--- config.mk ---
export PLATFORM = sky130hd
export DESIGN_NAME = midi_tx_scheduler
export DESIGN_NICKNAME = d
export VERILOG_FILES = /design/src/rtl/midi_tx_scheduler.sv
export SDC_FILE = /design/constraint.sdc
export NUM_CORES = 1
export LEC_CHECK = 0
export ABC_AREA = 0
export ABC_CLOCK_PERIOD_IN_PS = 2500
export CAP_MARGIN = 0
export CELL_PAD_IN_SITES_DETAIL_PLACEMENT = 0
export CELL_PAD_IN_SITES_GLOBAL_PLACEMENT = 1
export CORE_ASPECT_RATIO = 0.9
export CORE_MARGIN = 8
export CORE_UTILIZATION = 44
export DETAILED_ROUTE_END_ITERATION = 6
export PLACE_DENSITY = 0.79
export SYNTH_ARGS = -nofsm -noshare
export SYNTH_HDL_FRONTEND = slang
export SYNTH_SLANG_ARGS = --single-unit
--- constraint.sdc ---
create_clock -name clk -period 2.5 [get_ports clk]
set_clock_uncertainty 0.2 [all_clocks]
set_input_delay 0.75 -clock clk [delete_from_list [all_inputs] [get_ports clk]]
set_output_delay 0.75 -clock clk [all_outputs]
set_load 0.01 [all_outputs]
--- src/rtl/midi_tx_scheduler.sv ---
// Shares one MIDI UART transmitter between requesters A and B, locking at message boundaries and
// pacing issues one byte-time apart. Optional active-sense insert: define MIDI_ACTIVE_SENSE_EN.
module midi_tx_scheduler #(
  parameter int BYTE_CYCLES  = 6880,
  parameter int LOCK_TIMEOUT = 1048575
`ifdef MIDI_ACTIVE_SENSE_EN
  ,
  parameter int SENSE_CYCLES = 6443100
`endif
) (
  input  logic        clk,
  input  logic        reset_n,
  input  logic [7:0]  a_data,
  input  logic        a_valid,
  output logic        a_ready,
  input  logic [7:0]  b_data,
  input  logic        b_valid,
  output logic        b_ready,
  output logic        uart_tdata_o,
  output logic [15:0] uart_data_o,
  input  logic        uart_txint_i,
  output logic [1:0]  grant_o,
  output logic        busy_o,
  output logic        timeout_o
);

  typedef enum logic [1:0] {
    IDLE     = 2'd0,
    ISSUE    = 2'd1,
    WAIT_ACK = 2'd2,
    PACE     = 2'd3
  } state_t;

  localparam logic [15:0] PACE_LOAD = 16'(BYTE_CYCLES - 1);
  localparam logic [19:0] TMO_LAST  = 20'(LOCK_TIMEOUT - 1);

  // Bytes still to follow a status byte (message length minus one).
  function automatic logic [1:0] msg_remain(input logic [7:0] d);
    logic [1:0] r;
    r = 2'd0;
    case (d[7:4])
      4'h8, 4'h9, 4'hA, 4'hB, 4'hE: r = 2'd2;
      4'hC, 4'hD:                   r = 2'd1;
      4'hF: begin
        case (d[3:0])
          4'h1, 4'h3: r = 2'd1;
          4'h2:       r = 2'd2;
          default:    r = 2'd0;
        endcase
      end
      default: r = 2'd0;
    endcase
    return r;
  endfunction

  // A data byte opening a message reuses the stored running status, minus the implied status byte.
  function automatic logic [1:0] start_remain(input logic [7:0] d, input logic [7:0] rs);
    logic [1:0] r;
    if (d[7]) begin
      r = msg_remain(d);
    end else if (rs[7]) begin
      r = msg_remain(rs) - 2'd1;
    end else begin
      r = 2'd0;
    end
    return r;
  endfunction

  // Running status: channel status is kept, system common/exclusive clears it, realtime leaves it.
  function automatic logic [7:0] next_rs(input logic [7:0] d, input logic [7:0] rs);
    logic [7:0] r;
    if (d[7:4] == 4'hF) begin
      r = (d[3]) ? rs : 8'h00;
    end else if (d[7]) begin
      r = d;
    end else begin
      r = rs;
    end
    return r;
  endfunction

  state_t      state_r, state_n;
  logic [1:0]  grant_r, grant_n;
  logic        last_b_r, last_b_n;
  logic [1:0]  remain_r, remain_n;
  logic        sysex_r, sysex_n;
  logic [7:0]  rs_a_r, rs_a_n, rs_b_r, rs_b_n;
  logic [15:0] pace_r, pace_n;
  logic [19:0] tmo_r, tmo_n;
  logic [15:0] data_r, data_n;
  logic        tdata_r, busy_r, timeout_r, timeout_n;

  logic [1:0]  owner_s;
  logic        lock_s, acc_a_s, acc_b_s, acc_s;
  logic [7:0]  byte_s, rs_s;

`ifdef MIDI_ACTIVE_SENSE_EN
  localparam logic [22:0] SENSE_LAST = 23'(SENSE_CYCLES - 1);
  logic [22:0] sense_r;
  logic        sense_go_s;

  assign sense_go_s = (state_r == IDLE) && (grant_r == 2'b00) && !a_valid && !b_valid &&
                      (sense_r == SENSE_LAST);

  // Idle-time counter since the last UART acknowledge.
  always_ff @(posedge clk or negedge reset_n) begin
    if (!reset_n) begin
      sense_r <= 23'd0;
    end else if ((state_r == WAIT_ACK) && uart_txint_i) begin
      sense_r <= 23'd0;
    end else if (sense_r != SENSE_LAST) begin
      sense_r <= sense_r + 23'd1;
    end else begin
      sense_r <= sense_r;
    end
  end
`endif

  assign lock_s  = (grant_r != 2'b00);
  assign a_ready = (state_r == IDLE) && owner_s[0];
  assign b_ready = (state_r == IDLE) && owner_s[1];
  assign acc_a_s = a_valid && a_ready;
  assign acc_b_s = b_valid && b_ready;
  assign acc_s   = acc_a_s || acc_b_s;
  assign byte_s  = acc_b_s ? b_data : a_data;
  assign rs_s    = acc_b_s ? rs_b_r : rs_a_r;

  // Owner: the lock holder, else round-robin between valid requesters.
  always_comb begin
    owner_s = 2'b00;
    if (lock_s) begin
      owner_s = grant_r;
    end else if (a_valid && b_valid) begin
      owner_s = last_b_r ? 2'b01 : 2'b10;
    end else if (a_valid) begin
      owner_s = 2'b01;
    end else if (b_valid) begin
      owner_s = 2'b10;
    end else begin
      owner_s = 2'b00;
    end
  end

  // Next-state, message tracking, pacing and lock timeout.
  always_comb begin
    state_n   = state_r;
    grant_n   = grant_r;
    last_b_n  = last_b_r;
    remain_n  = remain_r;
    sysex_n   = sysex_r;
    rs_a_n    = rs_a_r;
    rs_b_n    = rs_b_r;
    pace_n    = pace_r;
    tmo_n     = tmo_r;
    data_n    = data_r;
    timeout_n = 1'b0;
    case (state_r)
      IDLE: begin
        if (acc_s) begin
          state_n = ISSUE;
          data_n  = {8'h01, byte_s};
          tmo_n   = 20'd0;
          if (!lock_s) begin
            grant_n  = acc_b_s ? 2'b10 : 2'b01;
            last_b_n = acc_b_s;
            sysex_n  = (byte_s == 8'hF0);
            remain_n = start_remain(byte_s, rs_s);
          end else if (byte_s >= 8'hF8) begin
            remain_n = remain_r;
          end else if (sysex_r) begin
            // Any non-realtime status ends the sysex; F7 closes it, others open their own message.
            if (byte_s == 8'hF7) begin
              sysex_n  = 1'b0;
              remain_n = 2'd0;
            end else if (byte_s[7]) begin
              sysex_n  = (byte_s == 8'hF0);
              remain_n = start_remain(byte_s, rs_s);
            end else begin
              remain_n = remain_r;
            end
          end else if (remain_r != 2'd0) begin
            remain_n = remain_r - 2'd1;
          end else begin
            remain_n = 2'd0;
          end
          if (acc_b_s) begin
            rs_b_n = next_rs(byte_s, rs_b_r);
          end else begin
            rs_a_n = next_rs(byte_s, rs_a_r);
          end
`ifdef MIDI_ACTIVE_SENSE_EN
        end else if (sense_go_s) begin
          state_n = ISSUE;
          data_n  = {8'h01, 8'hFE};
`endif
        end else if (lock_s) begin
          if (tmo_r >= TMO_LAST) begin
            grant_n   = 2'b00;
            remain_n  = 2'd0;
            sysex_n   = 1'b0;
            tmo_n     = 20'd0;
            timeout_n = 1'b1;
          end else begin
            tmo_n = tmo_r + 20'd1;
          end
        end else begin
          tmo_n = 20'd0;
        end
      end
      ISSUE: begin
        state_n = WAIT_ACK;
      end
      WAIT_ACK: begin
        if (uart_txint_i) begin
          state_n = PACE;
          pace_n  = PACE_LOAD;
        end else begin
          state_n = WAIT_ACK;
        end
      end
      PACE: begin
        // Leaving on the 1->0 step makes ack-to-next-ready exactly BYTE_CYCLES.
        if (pace_r <= 16'd1) begin
          state_n = IDLE;
          pace_n  = 16'd0;
          if ((remain_r == 2'd0) && !sysex_r) begin
            grant_n = 2'b00;
          end else begin
            grant_n = grant_r;
          end
        end else begin
          pace_n = pace_r - 16'd1;
        end
      end
      default: begin
        state_n = IDLE;
      end
    endcase
  end

  // FSM state register.
  always_ff @(posedge clk or negedge reset_n) begin
    if (!reset_n) begin
      state_r <= IDLE;
    end else begin
      state_r <= state_n;
    end
  end

  // Datapath and registered outputs.
  always_ff @(posedge clk or negedge reset_n) begin
    if (!reset_n) begin
      grant_r   <= 2'b00;
      last_b_r  <= 1'b1;
      remain_r  <= 2'd0;
      sysex_r   <= 1'b0;
      rs_a_r    <= 8'h00;
      rs_b_r    <= 8'h00;
      pace_r    <= 16'd0;
      tmo_r     <= 20'd0;
      data_r    <= 16'h0000;
      tdata_r   <= 1'b0;
      busy_r    <= 1'b0;
      timeout_r <= 1'b0;
    end else begin
      grant_r   <= grant_n;
      last_b_r  <= last_b_n;
      remain_r  <= remain_n;
      sysex_r   <= sysex_n;
      rs_a_r    <= rs_a_n;
      rs_b_r    <= rs_b_n;
      pace_r    <= pace_n;
      tmo_r     <= tmo_n;
      data_r    <= data_n;
      tdata_r   <= (state_r == IDLE) && (state_n == ISSUE);
      busy_r    <= (state_n != IDLE);
      timeout_r <= timeout_n;
    end
  end

  assign uart_tdata_o = tdata_r;
  assign uart_data_o  = data_r;
  assign grant_o      = grant_r;
  assign busy_o       = busy_r;
  assign timeout_o    = timeout_r;

endmodule

Word level (Yosys, flattened, before mapping)
Cells that the tools add are included.
- flip-flop bits (word level): 72
- bits of input ports: 21
- output and inout port bits: 23
- word-level logic and storage cells: 150
- add/sub/neg operators: 4
- order comparisons: 3
- equal/unequal tests: 37
- muxes and demuxes: 58
- bitwise logic cells: 2
- reduce and logical (&&, ||, !) cells: 33
- operators by type and width (cell ; number):
    $eq A4 B4 Y1 const B ; 16
    $mux W20 ; 3
    $mux W2 ; 28
    $mux W8 ; 5
    $mux W16 ; 2
    $pmux W16 S2 ; 1
    $add A20 B1 Y20 const B ; 1
    $ge A20 B20 Y1 const B ; 1
    $eq A4 B2 Y1 const B ; 4
    $eq A8 B8 Y1 const B ; 2
    $le A16 B1 Y1 const B ; 1
    $reduce_bool A2 Y1 ; 8
    $sub A16 B1 Y16 const B ; 1
    $reduce_and A5 Y1 ; 3
    $mux W1 ; 13
    $ne A3 B3 Y1 const B ; 4
    $pmux W2 S2 ; 3
    $pmux W2 S3 ; 2
    $reduce_or A5 Y1 ; 2
    $eq A4 B1 Y1 const B ; 2
    $ge A8 B8 Y1 const B ; 1
    $ne A2 B2 Y1 const B ; 4
    $pmux W2 S4 ; 1
    $reduce_or A2 Y1 ; 4
    other kinds (13) ; 25

Longest topological paths before layout
- depth after elaboration: 21
- depth in mapped cells: 9
- gate-level depth less buffers: 8

Least setup slack after synthesis
No wires, ideal clock.
- path kind: input-to-reg
- start: in b_valid
- end: reg remain_r[0]
- setup time: 0.121 ns
- arrival time: 2.048 ns
- data required time: 2.179 ns
- setup slack: 0.131 ns
- stages: 5
- buffers on the path: 0
- cells stage by stage: nor3b_4 > o22ai_2 > or2_4 > or3_4 > a32o_2
- cells in the longest elaborated chain, start to end: 21
- elaborated cells between the ends (all ways): 65
- classes of those cells: add/sub: 1; order compare: 1; eq/ne: 25; mux: 23; reduce/logical: 15
- RTL lines (what ; RTL line ; RTL):
    from (decl) ; 17 ; input logic b_valid,
    $mux W2 ; 137 ; end else if (b_valid) begin
    $mux W2 ; 135 ; end else if (a_valid) begin
    $mux W2 ; 133 ; end else if (a_valid && b_valid) begin
    $mux W2 ; 131 ; if (lock_s) begin
    $logic_and A1 B1 Y1 ; 121 ; assign b_ready = (state_r == IDLE) && owner_s[1];
    $logic_and A1 B1 Y1 ; 123 ; assign acc_b_s = b_valid && b_ready;
    $mux W8 ; 126 ; assign rs_s = acc_b_s ? rs_b_r : rs_a_r;
    $eq A4 B1 Y1 / $eq A4 B2 Y1 (equally long branches) ; 45 ; case (d[3:0])
    [5 not listed] ; -- ;
    $mux W2 ; 163 ; if (!lock_s) begin
    $mux W2 ; 159 ; if (acc_s) begin
    $mux W2 ; 157 ; case (state_r)
    $sub A2 B1 Y2 ; 62 ; r = msg_remain(rs) - 2'd1;
    $mux W2 ; 61 ; end else if (rs[7]) begin
    $mux W2 ; 59 ; if (d[7]) begin
    $mux W2 ; 163 ;
    $mux W2 ; 159 ;
    to (signal assigned) ; 268 ; remain_r <= remain_n;
    to (decl) ; 85 ; logic [1:0] remain_r, remain_n;
Parallel ways exist; a longest one is shown, timed or not. The select of a mux whose other input is x is not followed.
A chain may end at the register's enable or synchronous reset.

Worst setup path after layout
- start: in a_valid
- end: reg remain_r[1]
- cells in the longest elaborated chain, start to end: 20
- elaborated cells between the ends (all ways): 64
- classes of those cells: add/sub: 1; order compare: 1; eq/ne: 25; mux: 22; reduce/logical: 15
- RTL lines (what ; RTL line ; RTL):
    from (decl) ; 14 ; input logic a_valid,
    $mux W2 / $logic_and A1 B1 Y1 (equally long branches) ; 135, 133 ;
    $mux W2 ; 133 ;
    $mux W2 ; 131 ;
    $logic_and A1 B1 Y1 ; 121 ;
    $logic_and A1 B1 Y1 ; 123 ;
    $mux W8 ; 126 ;
    $eq A4 B1 Y1 / $eq A4 B2 Y1 (equally long branches) ; 45 ;
    $reduce_or A2 Y1 ; 45 ;
    [4 not listed] ; -- ;
    $mux W2 ; 163 ;
    $mux W2 ; 159 ;
    $mux W2 ; 157 ;
    $sub A2 B1 Y2 ; 62 ;
    $mux W2 ; 61 ;
    $mux W2 ; 59 ;
    $mux W2 ; 163 ;
    $mux W2 ; 159 ;
Parallel ways exist; a longest one is shown, timed or not. The select of a mux whose other input is x is not followed.

==> results.md <==
| Group | Parameter | Reported |
|---|---|---|
| logic synthesis | Compound-Gate Fraction of Synth Area | 26.7% |
| placed design | Placer congestion estimate | 0.912 |
| final layout | Fraction of final layout cells sized beyond drive strength 1 | 23.9% |
| detailed routing | Routed wirelength normalized by instance count | 15.9 um |
| timing | Finish-stage setup viols | 0 |
| detailed routing | Routed Antenna Nets | 0 |
| final layout | Relative area change from synthesis to final layout | 31.2% |
| logic synthesis | Most common cell in the netlist | sky130_fd_sc_hd__dfrtp_1 |
| run | Max-capacitance violation count | 0 |
| logic synthesis | Synthesized cell area | 4150 um2 |
| global routing | GRT met2 Usage | 28.1% |
| global routing | Global-route total usage across every layer | 17.8% |
| timing | Timing-limited maximum frequency | 0.410 GHz |
| placed design | Buffers added on ports | 36 |
| clock network | TritonCTS buffer count | 9 |
| setup path | Arrival time reported for the critical path endpoint | 2.48 ns |
| global routing | Met1 Resource Use GR | 24.3% |
| setup path | Cell seen most often among critical-path stages | sky130_fd_sc_hd__buf_4 |
| clock network | Max Root-Sink Buffers | 2 |
| clock network | Number of H-tree levels | 3 |
| timing | Final critical-path required period | 2.44 ns |
| setup path | Family with the most delay on the worst path | simple AND/OR/NAND/NOR gates |
| placed design | Placed cells | 674 |
| clock network | Clock tree from TritonCTS | built |
| setup path | Kind of critical path | input pin to flip-flop |
| logic synthesis | Post-synthesis area per instance | 9.05 um2 |
| logic synthesis | Adder and majority gate portion of the synthesized area | 1.21% |
| timing | Final count of hold timing violations | 0 |
| timing | Relative slew slack | 64.6% |
| logic synthesis | Area share of xor/xnor cells in the synthesized design | 0% |
| pwr | Psw | 0.870 mW |
| logic synthesis | Warnings, synthesis | 0 |
| logic synthesis | Cell taking the most area after synthesis | sky130_fd_sc_hd__dfrtp_1 |
| detailed routing | Via count | 3902 |
| setup path | Required time at the worst-slack endpoint | 2.54 ns |
| logic synthesis | Mux cell area share after synthesis | 2.77% |
| logic synthesis | Flop and latch count out of synthesis | 72 |
| timing | Setup TNS | 0 ns |
| detailed routing | First drt pass iteration count | 4 |
| logic synthesis | Synthesized-area fraction occupied by and/or/nand/nor cells | 20.2% |
| pwr | Power density relative to cell area | 538 nW/um2 |
| detailed routing | Remaining DRCs | 0 |
| status | Status | complete, no violations |
| pwr | P_leak | 2.46 nW |
| setup path | Sum of buffers and inverters on the critical path | 3 |
| clock network | Hold-fix buffers at CTS | 0 |
| setup path | Kind of launch point of the worst setup path | input pin |
| min path | Class of the tightest hold or removal check | input pin to asynchronous set/reset pin |
| setup path | Critical-path top delay cell | sky130_fd_sc_hd__or3_4 |
| final layout | Fillers | 859 |
| logic synthesis | Portion of synthesized cell area occupied by the leading cell type | 42.8% |
| pwr | Internal Dissipation | 2.06 mW |
| clock network | Clock slew seen by the registers of the worst setup and hold paths | 0.07 ns |
| clock network | Insertion delay of the later-clocked pin in the worst-skew pair | 0.34 ns |
| floorplan | Die footprint | 12800 um2 |
| setup path | Worst Setup End Kind | flip-flop |
| final layout | Final Non-Filler Cells | 695 |
| floorplan | Cell Rows | 33 |
| timing | Setup repair after global routing missed its margin | no |
| setup path | Max stage delay on crit path | 0.38 ns |
| timing | Transition time of the tightest slew-check pin | 0.527 ns |
| global routing | Sum of overflow across all layers after global routing | 0 |
| logic synthesis | Dominant combinational cell family by area after synthesis | compound AO/OA/AOI/OAI gates |
| detailed routing | Detailed-route vias per instance | 5.61 |
| setup path | CP max FO | 4 |
| detailed routing | Routed Wire Length | 11100 um |
| floorplan | Ports placed on the boundary | 44 |
| pwr | Switching part of the total | 29.7% |
| logic synthesis | Flip-flop cell with the highest count after synthesis | sky130_fd_sc_hd__dfrtp_1 |
| logic synthesis | EDFF count, synth | 0 |
| pwr | Share of total power in the clock network | 30.2% |
| clock network | Clock tree root driver cell | sky130_fd_sc_hd__clkbuf_8 |
| placed design | Dpl hpwl | 8270 um |
| logic synthesis | Synth cell count leaders | sky130_fd_sc_hd__dfrtp_1, sky130_fd_sc_hd__nand2_1, sky130_fd_sc_hd__o21ai_0 |
| global routing | Busiest grt layer | met2 |
| floorplan | Effective utilization at floorplan | 45.3% |
| logic synthesis | Share of flip-flops with an asynchronous set or reset after synthesis | 100% |
| global routing | Initial antenna violation count | 0 |
| logic synthesis | Seq/Total Area, Yosys | 43.4% |
| final layout | Fin util | 59.4% |
| final layout | Diodes inserted | 0 |
| timing | Tcrit/Tclk final | 97.6% |
| clock network | Count of clock tree sinks | 72 |
| floorplan | Chip Height | 108 um |
| global routing | Met3 track demand over resource in global routing | 4.11% |
| final layout | # nets final | 593 |
| pwr | Sequential Power Share | 49.1% |
| floorplan | Die X-Extent | 118 um |
| logic synthesis | Number of cells produced by synthesis | 459 |
| logic synthesis | Number of library cell types mapped by synthesis | 70 |
| detailed routing | Number of violations reported at the end of detailed-routing iteration 0 | 227 |
| global routing | Maximum number of pins on one net before global-route repair | 73 |
| timing | Max-slew violation count | 0 |
| pwr | Combinational power share | 20.7% |
| logic synthesis | Leading post-synthesis cells by cell area | sky130_fd_sc_hd__dfrtp_1, sky130_fd_sc_hd__o21ai_0, sky130_fd_sc_hd__nand2_1, sky130_fd_sc_hd__o31ai_1, sky130_fd_sc_hd__a21oi_1 |
| global routing | Wire length of the first global-routing pass | 18800 um |
| floorplan | Floorplan core area | 9170 um2 |
| global routing | Via count of the first global-routing pass | 3799 |
| pwr | Peak supply drop | 0.589 mV |
| timing | Worst hold slack across all endpoints | 0.219 ns |
| setup path | Ordered list of cells on the worst path | dlygate4sd2_1, a21oi_2, buf_4, buf_4, o22ai_2, or2_4, or3_4, a32o_2 |
## path summary, 6_finish.rpt
path                                             from  slack [ns]                         end  depth (start not counted)
setup / recovery                              a_valid        0.06     remain_r[1]$_DFFE_PN0P_                          8
hold / removal                                reset_n        0.22  uart_data_o[1]$_DFFE_PN0P_                          2
setup reg to reg                 state_r[0]$_DFF_PN0_        0.17     remain_r[1]$_DFFE_PN0P_                          8
hold reg to reg            uart_data_o[8]$_DFFE_PN0P_        0.27  uart_data_o[8]$_DFFE_PN0P_                          1
max in group asynchronous                     reset_n        1.52        last_b_r$_DFFE_PN1P_                          2
min in group clk           uart_data_o[8]$_DFFE_PN0P_        0.27  uart_data_o[8]$_DFFE_PN0P_                          1
## layout make-up
| class | instances | area [um2] | area share, % |
|---|---|---|---|
| Timing Repair Buffer | 121 | 1030 | 18.9 |
| Tap cell | 122 | 153 | 2.80 |
| Clock inverter | 3 | 42.5 | 0.781 |
| Sequential cell | 72 | 1800 | 33.1 |
| Multi-Input combinational cell | 348 | 2220 | 40.8 |
| Clock buffer | 13 | 139 | 2.55 |
| Inverter | 16 | 60.1 | 1.10 |
## layer usage
metal	routed length, um	vias to the layer above
li1	-	1917
met1	5330	1877
met2	5040	98
met3	584	10
met4	118	0
met5	0	-
## kinds of logic after synthesis
logic type / Yosys count
other: 1
adder cells (fa/ha/maj): 4
flip-flops: 72
buffers and inverters: 45
multiplexers: 11
AND/OR/NAND/NOR: 158
AO/OA/AOI/OAI: 168
## layout by cell type, fill, tap and decap left out, drive strengths merged, types with 4 or more instances in the layout
cell | netlist | routed
buf | 19 | 88
dfrtp | 71 | 71
o21ai | 55 | 55
nand2 | 54 | 54
a21oi | 31 | 31
nor2 | 27 | 27
o31ai | 24 | 24
clkdlybuf4s50 | 0 | 21
inv | 16 | 16
nand3 | 14 | 14
clkbuf | 10 | 14
a31oi | 9 | 9
dlymetal6s2s | 0 | 9
or3 | 9 | 9
nor3 | 8 | 8
nor2b | 8 | 8
mux2i | 7 | 7
conb | 1 | 7
a22o | 6 | 6
and4 | 6 | 6
nand4 | 5 | 5
o41ai | 5 | 5
o22ai | 5 | 5
or2 | 5 | 5
o2111ai | 4 | 4
ha | 4 | 4
nor4 | 4 | 4
o21a | 4 | 4
mux2 | 4 | 4
## power by group through the flow
stage	registers [mW]	logic [mW]	clock network, mW
after global placement	1.45	0.584	0
after global routing	1.47	0.686	0.959
after floorplan	1.43	0.328	0
final	1.44	0.606	0.886
after detailed placement	1.46	0.596	0
after CTS	1.44	0.598	0.926
## repair_timing
| action | in CTS | in global routing |
|---|---|---|
| setup endpoints to repair | 11 | 6 |
| gates resized for setup | 15 | 26 |
| pin swaps | 2 | 10 |
| setup buffers | 0 | 5 |
## through the flow
step	area, um2	worst slack (ns)	total power [mW]
after detailed placement	5140	-0.681	2.05
after global placement	5140	-0.605	2.04
after global routing	5450	0.00139	3.11
final	5450	0.0592	2.93
after floorplan	4180	0.131	1.76
after CTS	5320	0.00373	2.96
## state kept, by name (all words and copies together) (netlist names)
name / count
sysex_r: 1
rs_b_r: 8
grant_o: 2
remain_r: 2
uart_data_o: 9
busy_o: 1
pace_r: 16
rs_a_r: 8
state_r: 2
uart_tdata_o: 1
tmo_r: 20
last_b_r: 1
timeout_o: 1
(Power assumes the default switching activity.)
